--- config.mk ---
export PLATFORM = sky130hd
export DESIGN_NAME = fsm_step_controller
export DESIGN_NICKNAME = d
export VERILOG_FILES = /design/src/rtl/fsm_step_controller.sv
export SDC_FILE = /design/constraint.sdc
export NUM_CORES = 1
export LEC_CHECK = 0
export BUFFER_PORTS_ARGS = -buffer_cell sky130_fd_sc_hd__buf_2
export CORE_UTILIZATION = 59
export CTS_BUF_LIST = sky130_fd_sc_hd__clkbuf_4 sky130_fd_sc_hd__clkbuf_8
export DETAILED_ROUTE_END_ITERATION = 7
export HOLD_SLACK_MARGIN = 0.15
export PLACE_DENSITY = 0.78
export SLEW_MARGIN = 25
export SYNTH_ARGS = -nofsm -noshare
export SYNTH_HDL_FRONTEND = slang
export SYNTH_SLANG_ARGS = --single-unit
--- constraint.sdc ---
create_clock -name clk -period 2.1 [get_ports clk]
set_input_delay 0.105 -clock clk [delete_from_list [all_inputs] [get_ports clk]]
set_output_delay 0.105 -clock clk [all_outputs]
set_load 0.02 [all_outputs]
--- src/rtl/fsm_step_controller.sv ---
// Step/load/run sequencer for the 3-bit state counter: debounced buttons drive a
// PAUSE/RUN/LOAD machine that emits registered step and load strobes.
module fsm_step_controller #(
   parameter int DIV = 50_000_000,
   parameter int DEB = 500_000
) (
   input  logic clk,
   input  logic reset,
   input  logic key_load,
   input  logic key_run,
   input  logic key_step,
   output logic step_en,
   output logic load,
   output logic running
);

   localparam int PW = $clog2(DIV);
   localparam int CW = $clog2(DEB + 1);

   localparam logic [1:0] ST_PAUSE = 2'd0;
   localparam logic [1:0] ST_RUN   = 2'd1;
   localparam logic [1:0] ST_LOAD  = 2'd2;

   // Key vector order: bit 0 load, bit 1 run, bit 2 step.
   logic [2:0]    keys;
   logic [2:0]    sync1;
   logic [2:0]    sync2;
   logic [2:0]    db;
   logic [2:0]    db_q;
   logic [CW-1:0] deb_cnt [3];
   logic [2:0]    press;

   logic [1:0]    state;
   logic          ret;
   logic [PW-1:0] presc;

   assign keys  = {key_step, key_run, key_load};
   assign press = db & ~db_q;

   always_ff @(posedge clk) begin
      if (reset) begin
         sync1 <= '0;
         sync2 <= '0;
         db    <= '0;
         db_q  <= '0;
         for (int i = 0; i < 3; i++) deb_cnt[i] <= '0;
      end else begin
         sync1 <= keys;
         sync2 <= sync1;
         db_q  <= db;
         // A level change is accepted only after DEB consecutive mismatching cycles.
         for (int i = 0; i < 3; i++) begin
            if (sync2[i] == db[i]) begin
               deb_cnt[i] <= '0;
            end else if (deb_cnt[i] == CW'(DEB)) begin
               db[i]      <= sync2[i];
               deb_cnt[i] <= '0;
            end else begin
               deb_cnt[i] <= deb_cnt[i] + 1'b1;
            end
         end
      end
   end

   always_ff @(posedge clk) begin
      if (reset) begin
         state   <= ST_PAUSE;
         ret     <= 1'b0;
         presc   <= '0;
         step_en <= 1'b0;
         load    <= 1'b0;
         running <= 1'b0;
      end else begin
         step_en <= 1'b0;
         load    <= 1'b0;
         case (state)
            ST_PAUSE: begin
               presc <= '0;
               if (press[0]) begin
                  state   <= ST_LOAD;
                  ret     <= 1'b0;
                  load    <= 1'b1;
                  running <= 1'b0;
               end else if (press[1]) begin
                  state   <= ST_RUN;
                  running <= 1'b1;
               end else if (press[2]) begin
                  step_en <= 1'b1;
               end
            end
            ST_RUN: begin
               // Load and run presses win over a coinciding prescaler wrap.
               if (press[0]) begin
                  state   <= ST_LOAD;
                  ret     <= 1'b1;
                  load    <= 1'b1;
                  running <= 1'b1;
                  presc   <= '0;
               end else if (press[1]) begin
                  state   <= ST_PAUSE;
                  running <= 1'b0;
                  presc   <= '0;
               end else if (presc == PW'(DIV - 1)) begin
                  presc   <= '0;
                  step_en <= 1'b1;
               end else begin
                  presc <= presc + 1'b1;
               end
            end
            ST_LOAD: begin
               presc   <= '0;
               state   <= ret ? ST_RUN : ST_PAUSE;
               running <= ret;
            end
            default: begin
               state   <= ST_PAUSE;
               presc   <= '0;
               running <= 1'b0;
            end
         endcase
      end
   end

endmodule

### Yosys cells after proc, flatten, opt, wreduce, memory -nomap -nowiden

Memories as Yosys holds them, arrays and structs flattened.
Index checks and enable logic that the tools add are counted.

| storage, ports and cells | value |
|---|---|
| bits in registers | 44 |
| memory bits (writable) | 57 |
| bits of input ports | 5 |
| output and inout bits | 3 |
| word-level logic and storage cells | 122 |
| memories | 1 |

| cells by class | value |
|---|---|
| add/sub/neg operators | 4 |
| equality and inequality tests | 13 |
| mux-type cells | 66 |
| bitwise operators | 16 |
| reduce and logical (&&, ||, !) cells | 10 |

Memory list:

| memory | depth | width | read ports | clocked after memory_dff | write ports | RTL line | text |
|---|---|---|---|---|---|---|---|
| deb_cnt | 3 | 19 | 3 | 0 | 3 | 30 | `logic [CW-1:0] deb_cnt [3];` |

Operator list:

| kind | count |
|---|---|
| $mux W19 | 9 |
| $add A19 B1 Y19 const B | 3 |
| $eq A19 B19 Y1 const B | 3 |
| $mux W1 | 49 |
| $add A26 B1 Y26 const B | 1 |
| $eq A26 B26 Y1 const B | 1 |
| $or A1 B1 Y1 | 9 |
| $mux W2 | 4 |
| $reduce_and A2 Y1 | 4 |
| $ne A3 B3 Y1 const B | 2 |
| $pmux W2 S3 | 1 |
| $not A1 Y1 | 5 |
| $reduce_or A5 Y1 | 1 |
| $ne A2 B2 Y1 const B | 2 |
| $pmux W1 S2 | 2 |
| $reduce_or A2 Y1 | 2 |
| $and A3 B3 Y3 | 1 |
| $eq A1 B1 Y1 | 3 |
| $not A3 Y3 | 1 |
| $pmux W1 S3 | 1 |
| $reduce_and A3 Y1 | 1 |
| $eq A2 B1 Y1 const B | 1 |
| $eq A2 B2 Y1 const B | 1 |
| $logic_not A2 Y1 | 1 |
| $reduce_bool A2 Y1 | 1 |

### Longest topological paths before layout

Gate-level depths: netlist of run 1.

| logic depth | value |
|---|---|
| word-level depth | 7 |
| depth in mapped cells | 7 |
| gate-level depth less buffers | 6 |

### Worst setup path after synthesis of run 1

No wires, ideal clock.

| timing path | value |
|---|---|
| path type | register to register |
| from | memory deb_cnt[0][11] (netlist bit) |
| to | memory deb_cnt[0][15] (netlist bit) (data pin) |
| setup time | 0.254 ns |
| arrival time | 1.961 ns |
| required time | 1.846 ns |
| slack | -0.116 ns |
| cell stages (with the launch flop) | 6 |
| buffers on the path | 1 |
| period minus slack after synthesis | 2.216 ns |
| path through | edfxtp_1 -> or4b_1 -> or4_4 -> o211ai_4 -> buf_6 -> nor2_1 |

RTL lines:

| item | RTL line |
|---|---|
| start, declared | 30 |

==> flow_summary.yaml, run 1 <==
status:
  outcome: "finished with violations"
  violations: "setup timing"
logic_synthesis:
  avgSynthCellArea_um2: 9.87
  ys_warn_count: 0
  synth_cells: 512
  synth-seq-cells: 101
  netlist_area_um2: 5050
  yosysTopAreaCellShare_pct: 33.9
  synth-edff-count: 57
  synth_top_area_cell: "edfxtp_1"
  synth_cell_type_count: 44
  async_flop_share_pct: 0
  netlist_top_cells_area: "edfxtp_1 34%, dfxtp_1 17%, xor2_1 5.2%, nor2_1 5.0%, xnor2_1 4.3%"
  synthFlopType: "edfxtp_1"
  yosysSeqAreaShare_pct: 51.3
drt:
  wl_um: 9360
  vias: 3931
  drtPass1Iterations: 4
  drtAntennaViolNets: 0
  drc: 0
  drtIter0Drc: 124
  wire_per_inst_um: 13.2
  viasPerCell: 5.54
final_layout:
  layout-drive-gt1-share_pct: 8.93
  final_util_pct: 69.9
  num-fill-cells: 641
  area_growth_pct: 14.3
  final_nets: 612
  seqCellArea_um2: 2590
  design_area_um2: 5770
  multi_input_area_um2: 2530
  n_antenna_cell: 0
timing:
  final-setup-viol-count: 19
  max_freq_mhz: 469
  min_period_ps: 2130
  skew_ps: 10.6
  rsz0062_at_grt: "true"
  final-max-slew-violation-count: 0
  final_hold_viol_count: 0
  hold_slack_ps: 457
  setup_ws_ps: -33.1
  fin_crit_sh_pct: 102
worst_setup_path:
  cpLargestDelayFamily: "simple AND/OR/NAND/NOR gates"
  crit_start: "deb_cnt[0][10]"
  cp_max_fo: 19
  start_kind: "register"
  crit_required_ps: 2200
  critPathArrivalTime_ps: 2230
  crit_path_end_kind: "register"
  crit_chain: "or4b_1 -> or4_4 -> o211ai_4 -> buf_12 -> a21oi_1"
  slowest_stage: "or4b_1"
  path_class: "reg2reg"
  path_buf_inv: 1
  r2r_start: "deb_cnt[0][10]"
  max_stage_delay_ps: 530
die:
  chipWidth_um: 94.6
  num_rows: 33
  dieArea_um2: 8940
  start_util_pct: 61.2
  core_area_um2: 8260
  die_h_um: 94.6
  io_pins: 8
hold_path:
  hold_class: "reg2reg"
  hp-start: "sync1[2]"
placed_design:
  place_area_um2: 5550
  place.gp.congestion: 0.819
  hpwl_um: 6730
  portBuffers: 7
  post-place-ws_ps: -28.4
global_route:
  antenna_found_initial: 0
  grt_first_pass_wirelength_um: 15600
  grt_max_degree: 20
  grt-ovfl-total: 0
  grt_pass1_vias: 3575
  grt_usage_pct: 22.2
pwr:
  switching_share_pct: 22.7
  combPwrFrac_pct: 4.4
  power_density_nw_per_um2: 595
  power_frac_clock_pct: 31.7
  power_frac_seq_pct: 63.9
  ir_worst_vdd_v: 0.000368
  leakage_nw: 1.96
  internal-power_mw: 2.66
  switchingPower_mw: 0.778
clock_tree:
  cts_root_buf: "clkbuf_8"
  cts_buffers: 9
  clockBufferDepth: 2
  clock_sinks: 101
  cts_tree: "built"
  cts_max_level: 3
  clk_latency_ps: 360
  clk_pin_slew_ps: 100
run:
  cap_viol_max_count: 0
-- flip-flops by register name, indices dropped and copies added (netlist names) --
signal	count
sync2	3
presc	26
sync1	3
running	1
state	2
deb_cnt	57
ret	1
load	1
db	3
db_q	3
step_en	1
-- power groups by stage --
stage,Combinational [mW],Clock [mW],Sequential (mW)
2_1_floorplan,0.102,0,2.23
3_3_place_gp,0.136,0,2.24
3_5_place_dp,0.140,0,2.24
4_1_cts,0.146,1.12,2.19
5_1_grt,0.171,1.19,2.20
6_report,0.152,1.09,2.19
-- layout by cell type, fill, tap and decap left out, types with 4 or more instances in the layout --
cell type / synthesis / final
nor4_1: 10 / 9
buf_2: 2 / 7
dlygate4sd3_1: 0 / 4
edfxtp_1: 57 / 57
nor2b_1: 12 / 12
inv_1: 20 / 20
and2_1: 7 / 7
nor3_1: 12 / 12
and4_1: 9 / 9
o31ai_1: 8 / 8
or4_1: 13 / 13
conb_1: 1 / 57
clkbuf_8: 0 / 9
ha_1: 7 / 7
buf_4: 0 / 24
nand4_1: 28 / 28
nor4b_1: 4 / 4
a21oi_1: 27 / 27
dfxtp_1: 44 / 44
nand3_1: 33 / 33
nand2_1: 27 / 27
xor2_1: 30 / 30
nor2_1: 67 / 67
or3_1: 17 / 17
xnor2_1: 25 / 25
o21ai_0: 15 / 15
-- logic make-up after synthesis --
group	share of synthesized area, %
muxes	0.198
and+or+nand+nor	27.2
other	0.0742
xor gates and xnor gates	9.53
DFF	51.3
adders and majority gates	1.73
AOI/OAI and AO/OA	7.13
buffers and inverters	2.85
-- path summary, 6_finish.rpt --
kind                    end  slack (ps)  depth (start not counted)
max          deb_cnt[0][18]         -30                          5
min                sync2[2]         460                          1
max reg2reg  deb_cnt[0][18]         -30                          5
min reg2reg        sync2[2]         460                          1
-- timing repair --
action | 4_1_cts | 5_1_grt
hold buffers | 4 | 0
setup buffers | 0 | 2
hold endpoints to repair | 4 | 0
gates resized for setup | 0 | 2
setup endpoints to repair | 19 | 32
-- area by class of cell --
cell class | instances | area share, %
clock inverter | 5 | 0.477
multi-input combinational | 432 | 43.9
inverter | 20 | 1.30
sequential | 101 | 44.9
tap | 105 | 2.28
clock buffer | 11 | 2.41
timing repair buffer | 36 | 4.77
-- cells in the mapped netlist, types with 13 or more instances --
cell,instances
nand3_1,33
edfxtp_1,57
a21oi_1,27
dfxtp_1,44
nand4_1,28
nand2_1,27
or4_1,13
inv_1,20
xnor2_1,25
or3_1,17
nor2_1,67
o21ai_0,15
xor2_1,30
-- per-stage QoR --
step,total power [mW],setup TNS (ps),std cells
after floorplan,2.33,-1070,568
after global placement,2.37,0,688
after detailed placement,2.38,-346,688
after CTS,3.46,-730,708
after global routing,3.56,-2010,710
final,3.43,-372,710
-- routing by layer --
layer	track usage, %	up-vias	share of wire (%)
met2	38.1	73	50
met5	0	-	0
met3	5.80	11	3.9
met1	27.5	1855	45
li1	-	1992	-
met4	6.31	0	0.95
No activity file was read; power rests on OpenSTA's default activity.
==> run 2: changes to the inputs <==
--- a/config.mk
+++ b/config.mk
@@ -6,6 +6,7 @@
 export NUM_CORES = 1
 export LEC_CHECK = 0
 export BUFFER_PORTS_ARGS = -buffer_cell sky130_fd_sc_hd__buf_2
+export CORE_ASPECT_RATIO = 0.9
 export CORE_UTILIZATION = 59
 export CTS_BUF_LIST = sky130_fd_sc_hd__clkbuf_4 sky130_fd_sc_hd__clkbuf_8
 export DETAILED_ROUTE_END_ITERATION = 7
==> run 2 against run 1 <==
- the run still ends with setup timing left
- die area barely moved
- first-iteration DRC count down 4.0%
- power is 3.8% higher
- global-route usage increased by 0.63 points
- fmax fell by 1.4%
- sequential power hardly changed
- via count down 0.43%
- register-to-register slack worse by 30 ps
- cell count increased by 0.99%
- worst hold slack worse by 5.8 ps
- critical endpoint unchanged
- core utilization grew 1.1 points
==> flow_summary.yaml, run 2 (synthesis gave the netlist of run 1 again) <==
status:
  outcome: "finished with violations"
  violations: "setup timing"
placed_design:
  place.gp.congestion: 0.832
  dpl.cell_count: 693
  portBuffers: 7
  post-place-ws_ps: -52.9
  place_area_um2: 5530
  hpwl_um: 6730
clock_tree:
  cts_buffers: 9
  clk_latency_ps: 370
  clockBufferDepth: 2
  cts_tree: "built"
  cts_root_buf: "clkbuf_8"
  clock_sinks: 101
  clk_pin_slew_ps: 100
  cts_max_level: 3
final_layout:
  top_regs: "deb_cnt x57, presc x26"
  largest_reg_flops: 57
  largest_register: "deb_cnt"
  final_nets: 609
  post_layout_nonfiller_instances: 717
  area_growth_pct: 15.0
  mostFrequentLayoutCells: "67 x nor2_1, 57 x edfxtp_1, 57 x conb_1"
  layout_commonest_cell: "nor2_1"
  n_antenna_cell: 0
  num-fill-cells: 640
  layout-drive-gt1-share_pct: 8.14
  design_area_um2: 5810
drt:
  wl_um: 9390
  vias: 3914
  wire_per_inst_um: 13.1
  drc: 0
  drtPass1Iterations: 4
  drtIter0Drc: 119
  drtAntennaViolNets: 0
  viasPerCell: 5.46
hold_path:
  hold_class: "reg2reg"
  hold_depth: 1
  hold-path-endpoint: "sync2[0]"
  hp-start: "sync1[0]"
worst_setup_path:
  cp_max_fo: 19
  r2r_start: "deb_cnt[0][10]"
  path_buf_inv: 1
  regToRegEndpoint: "deb_cnt[0][18]"
  cpLargestDelayFamily: "simple AND/OR/NAND/NOR gates"
  max_stage_delay_ps: 540
  crit_path_end_kind: "register"
  ff2ff_setup_slack_ps: -60
  crit_start: "deb_cnt[0][10]"
  crit_required_ps: 2210
  slowest_stage: "or4b_1"
  crit_chain: "or4b_1 -> or4_4 -> o211ai_4 -> buf_12 -> a21oi_1"
  critPathArrivalTime_ps: 2270
  start_kind: "register"
  rr_worst_depth: 5
  path_class: "reg2reg"
die:
  chipWidth_um: 99.6
  core_area_um2: 8180
  dieArea_um2: 8940
  start_util_pct: 61.7
  die_h_um: 89.8
  num_rows: 31
  io_pins: 8
global_route:
  grt-ovfl-total: 0
  grt_usage_pct: 22.8
  grt_max_degree: 22
  antenna_found_initial: 0
  grt_first_pass_wirelength_um: 16500
  grt_pass1_vias: 3697
run:
  cap_viol_max_count: 0
timing:
  skew_ps: 11.9
  rsz0062_at_grt: "true"
  final-setup-viol-count: 19
  max-slew-margin-rel_pct: 59.9
  min_period_ps: 2160
  setup_ws_ps: -62.8
  final-max-slew-violation-count: 0
  max_freq_mhz: 462
  worstMarginPinSlew_ps: 600
  hold_slack_ps: 451
  final_hold_viol_count: 0
  fin_crit_sh_pct: 103
pwr:
  power.total_mw: 3.57
  ir_worst_vdd_v: 0.000492
  leakage_nw: 1.96
  power_density_nw_per_um2: 613
## run 2: cell count changes in the layout (fill, tap and decap cells not counted), sizes merged
cell | previous run | this run
clkinv | 5 | 3
dlygate4sd3 | 4 | 7
buf | 32 | 26
inv | 20 | 22
clkbuf | 11 | 10
bufinv | 0 | 1
## run 2: stage by stage
| stage | TNS [ps] | util, % |
|---|---|---|
| after floorplan | -1070 | - |
| final | -847 | 71.0 |
| after global routing | -1770 | 71.0 |
| after detailed placement | -713 | 67.6 |
| after CTS | -1020 | 70.8 |
| after global placement | 0 | 67.6 |
## run 2: report_power, final
group          total (mW)  switching, mW  internal [mW]  leakage (nW)
combinational       0.148         0.0815         0.0664         0.918
sequential           2.20         0.0613           2.14         0.944
clock                1.22          0.653          0.565         0.102
total                3.57          0.796           2.77          1.96
## run 2: layer usage
layer,vias to the layer above,wire length (um),GRT usage (%)
met1,1870,4360,29.5
met2,52,4620,38.1
li1,1984,-,-
met4,0,74,6.00
met3,8,325,5.68
met5,-,0,0
## run 2: cell type report
cell class / instances / area (um^2) / share of cell area, %
Timing Repair Buffer: 33 / 273 / 4.69
Sequential cell: 101 / 2590 / 44.6
Clock inverter: 6 / 61.3 / 1.05
Multi-Input combinational cell: 432 / 2540 / 43.6
Tap cell: 115 / 144 / 2.48
Inverter: 20 / 75.1 / 1.29
Clock buffer: 10 / 131 / 2.26
## run 2: what timing repair did
item                                    in CTS  in global routing
hold buffers                                 7                  0
resized for setup                            0                  3
buffers inserted                             0                  1
hold endpoints to repair                    15                  0
endpoints found under the setup margin      19                 41
## run 2: worst max-delay path by stage
stage / to / depth (start not counted)
3_3_place_gp: deb_cnt[0][18] / 5
5_1_grt: deb_cnt[0][18] / 5
4_1_cts: deb_cnt[0][18] / 5
3_5_place_dp: deb_cnt[0][18] / 5
2_1_floorplan: deb_cnt[0][15] / 5
6_report: deb_cnt[0][18] / 5
==> run 3: changes to the inputs <==
--- a/config.mk
+++ b/config.mk
@@ -7,11 +7,11 @@
 export LEC_CHECK = 0
 export BUFFER_PORTS_ARGS = -buffer_cell sky130_fd_sc_hd__buf_2
 export CORE_ASPECT_RATIO = 0.9
-export CORE_UTILIZATION = 59
+export CORE_UTILIZATION = 60
 export CTS_BUF_LIST = sky130_fd_sc_hd__clkbuf_4 sky130_fd_sc_hd__clkbuf_8
 export DETAILED_ROUTE_END_ITERATION = 7
 export HOLD_SLACK_MARGIN = 0.15
-export PLACE_DENSITY = 0.78
+export PLACE_DENSITY = 0.77
 export SLEW_MARGIN = 25
 export SYNTH_ARGS = -nofsm -noshare
 export SYNTH_HDL_FRONTEND = slang
==> constraint.sdc (replaced) <==
create_clock -name clk -period 2.5 [get_ports clk]
set_input_delay 0.125 -clock clk [delete_from_list [all_inputs] [get_ports clk]]
set_output_delay 0.125 -clock clk [all_outputs]
set_load 0.02 [all_outputs]
==> run 3 against run 2 <==
- final area fell by 1.7%
- clock skew fell by 3.6 ps
- first-iteration DRC count rose by 16%
- the flow now finishes without violations
- sequential share of layout area rose by 0.79 points
- power fell by 11%
==> flow_summary.yaml, run 3 (synthesis gave the netlist of run 1 again) <==
hold_path:
  hold_class: "reg2reg"
  hold_depth: 1
clock_tree:
  cts_max_level: 3
  cts_tree: "built"
  clk_latency_ps: 360
  clock_sinks: 101
  clk_pin_slew_ps: 90
  post_cts_buffers: 0
  cts_buffers: 9
  clockBufferDepth: 2
  cts_root_buf: "clkbuf_8"
global_route:
  grt_usage_pct: 22.6
  antenna_found_initial: 0
  grt_first_pass_wirelength_um: 15800
  use_met2_pct: 39.8
  grt-ovfl-total: 0
  grt_pass1_vias: 3575
  grt_use_met1_pct: 28.2
  busiest_layer: "met2"
  grt_max_degree: 22
  gr-usage-met3_pct: 5.39
worst_setup_path:
  cp_max_fo: 19
  critPathArrivalTime_ps: 2340
  start_kind: "register"
  rr_worst_depth: 5
  path_class: "reg2reg"
  crit_path_end_kind: "register"
  crit_required_ps: 2610
timing:
  hold_slack_ps: 447
  final-max-slew-violation-count: 0
  min_period_ps: 2230
  setup_ws_ps: 268
  max_freq_mhz: 448
  rsz0062_at_grt: "false"
  fin_tns_setup_ps: 0
  max-slew-margin-rel_pct: 58.3
  final-setup-viol-count: 0
  skew_ps: 8.27
  fin_crit_sh_pct: 89.3
  final_hold_viol_count: 0
  worstMarginPinSlew_ps: 619
die:
  die_h_um: 89.1
  dieArea_um2: 8790
  io_pins: 8
  chipWidth_um: 98.7
  core_area_um2: 8110
  start_util_pct: 62.3
  num_rows: 31
final_layout:
  area_growth_pct: 13.0
  layout-drive-gt1-share_pct: 5.78
  largest_reg_flops: 57
  final_util_pct: 70.5
  layout_commonest_cell: "nor2_1"
  mostFrequentLayoutCells: "67 x nor2_1, 57 x edfxtp_1, 57 x conb_1"
  largest_register: "deb_cnt"
  post_layout_nonfiller_instances: 687
  final_nets: 595
  design_area_um2: 5710
  n_antenna_cell: 0
  top_regs: "deb_cnt x57, presc x26"
placed_design:
  hpwl_um: 6360
  dpl.cell_count: 664
  place.gp.congestion: 0.856
  place_area_um2: 5400
  portBuffers: 7
  post-place-ws_ps: 293
drt:
  viasPerCell: 5.66
  wire_per_inst_um: 13.4
  drtIter0Drc: 138
  wl_um: 9220
  drtPass1Iterations: 4
  drtAntennaViolNets: 0
  vias: 3888
  drc: 0
pwr:
  power.total_mw: 3.17
  leakage_nw: 1.91
  ir_worst_vdd_v: 0.000452
  power_density_nw_per_um2: 555
status:
  outcome: "finished clean"
run:
  cap_viol_max_count: 0
run 3: critical path, stage by stage, from the launching register on:
cell      delay, ps
edfxtp_1        490
or4b_1          530
or4_4           550
o211ai_4        190
buf_12          170
a21oi_1          50
run 3: metal layers:
layer  up-vias  share of wire (%)
li1       1961                  -
met3         6                3.1
met1      1859                 46
met2        62                 50
met5         -                  0
met4         0               0.78
run 3: cell type report:
| type | instances | area (um^2) |
|---|---|---|
| timing repair buffer | 19 | 155 |
| sequential | 101 | 2590 |
| clock buffer | 9 | 124 |
| tap | 99 | 124 |
| inverter | 20 | 75.1 |
| multi-input combinational | 432 | 2530 |
| fill | 666 | 2390 |
| clock inverter | 7 | 114 |
run 3: final timing paths:
| kind | start | to | slack [ps] |
|---|---|---|---|
| worst min register to register | sync1[0] | sync2[0] | 450 |
| worst min-delay path | sync1[0] | sync2[0] | 450 |
| worst max-delay path | deb_cnt[0][11] | deb_cnt[0][18] | 270 |
| worst max register to register | deb_cnt[0][11] | deb_cnt[0][18] | 270 |
run 3: repair_timing:
item                                   4_1_cts  5_1_grt
gates resized for setup                      0        0
hold buffers                                 7        0
endpoints found under the hold margin       11        0
run 3: power by group:
group | total, mW | switching, mW | internal, mW | leakage, nW
Sequential | 1.85 | 0.0548 | 1.80 | 0.944
Clock | 1.21 | 0.545 | 0.661 | 0.123
Combinational | 0.115 | 0.0638 | 0.0507 | 0.847
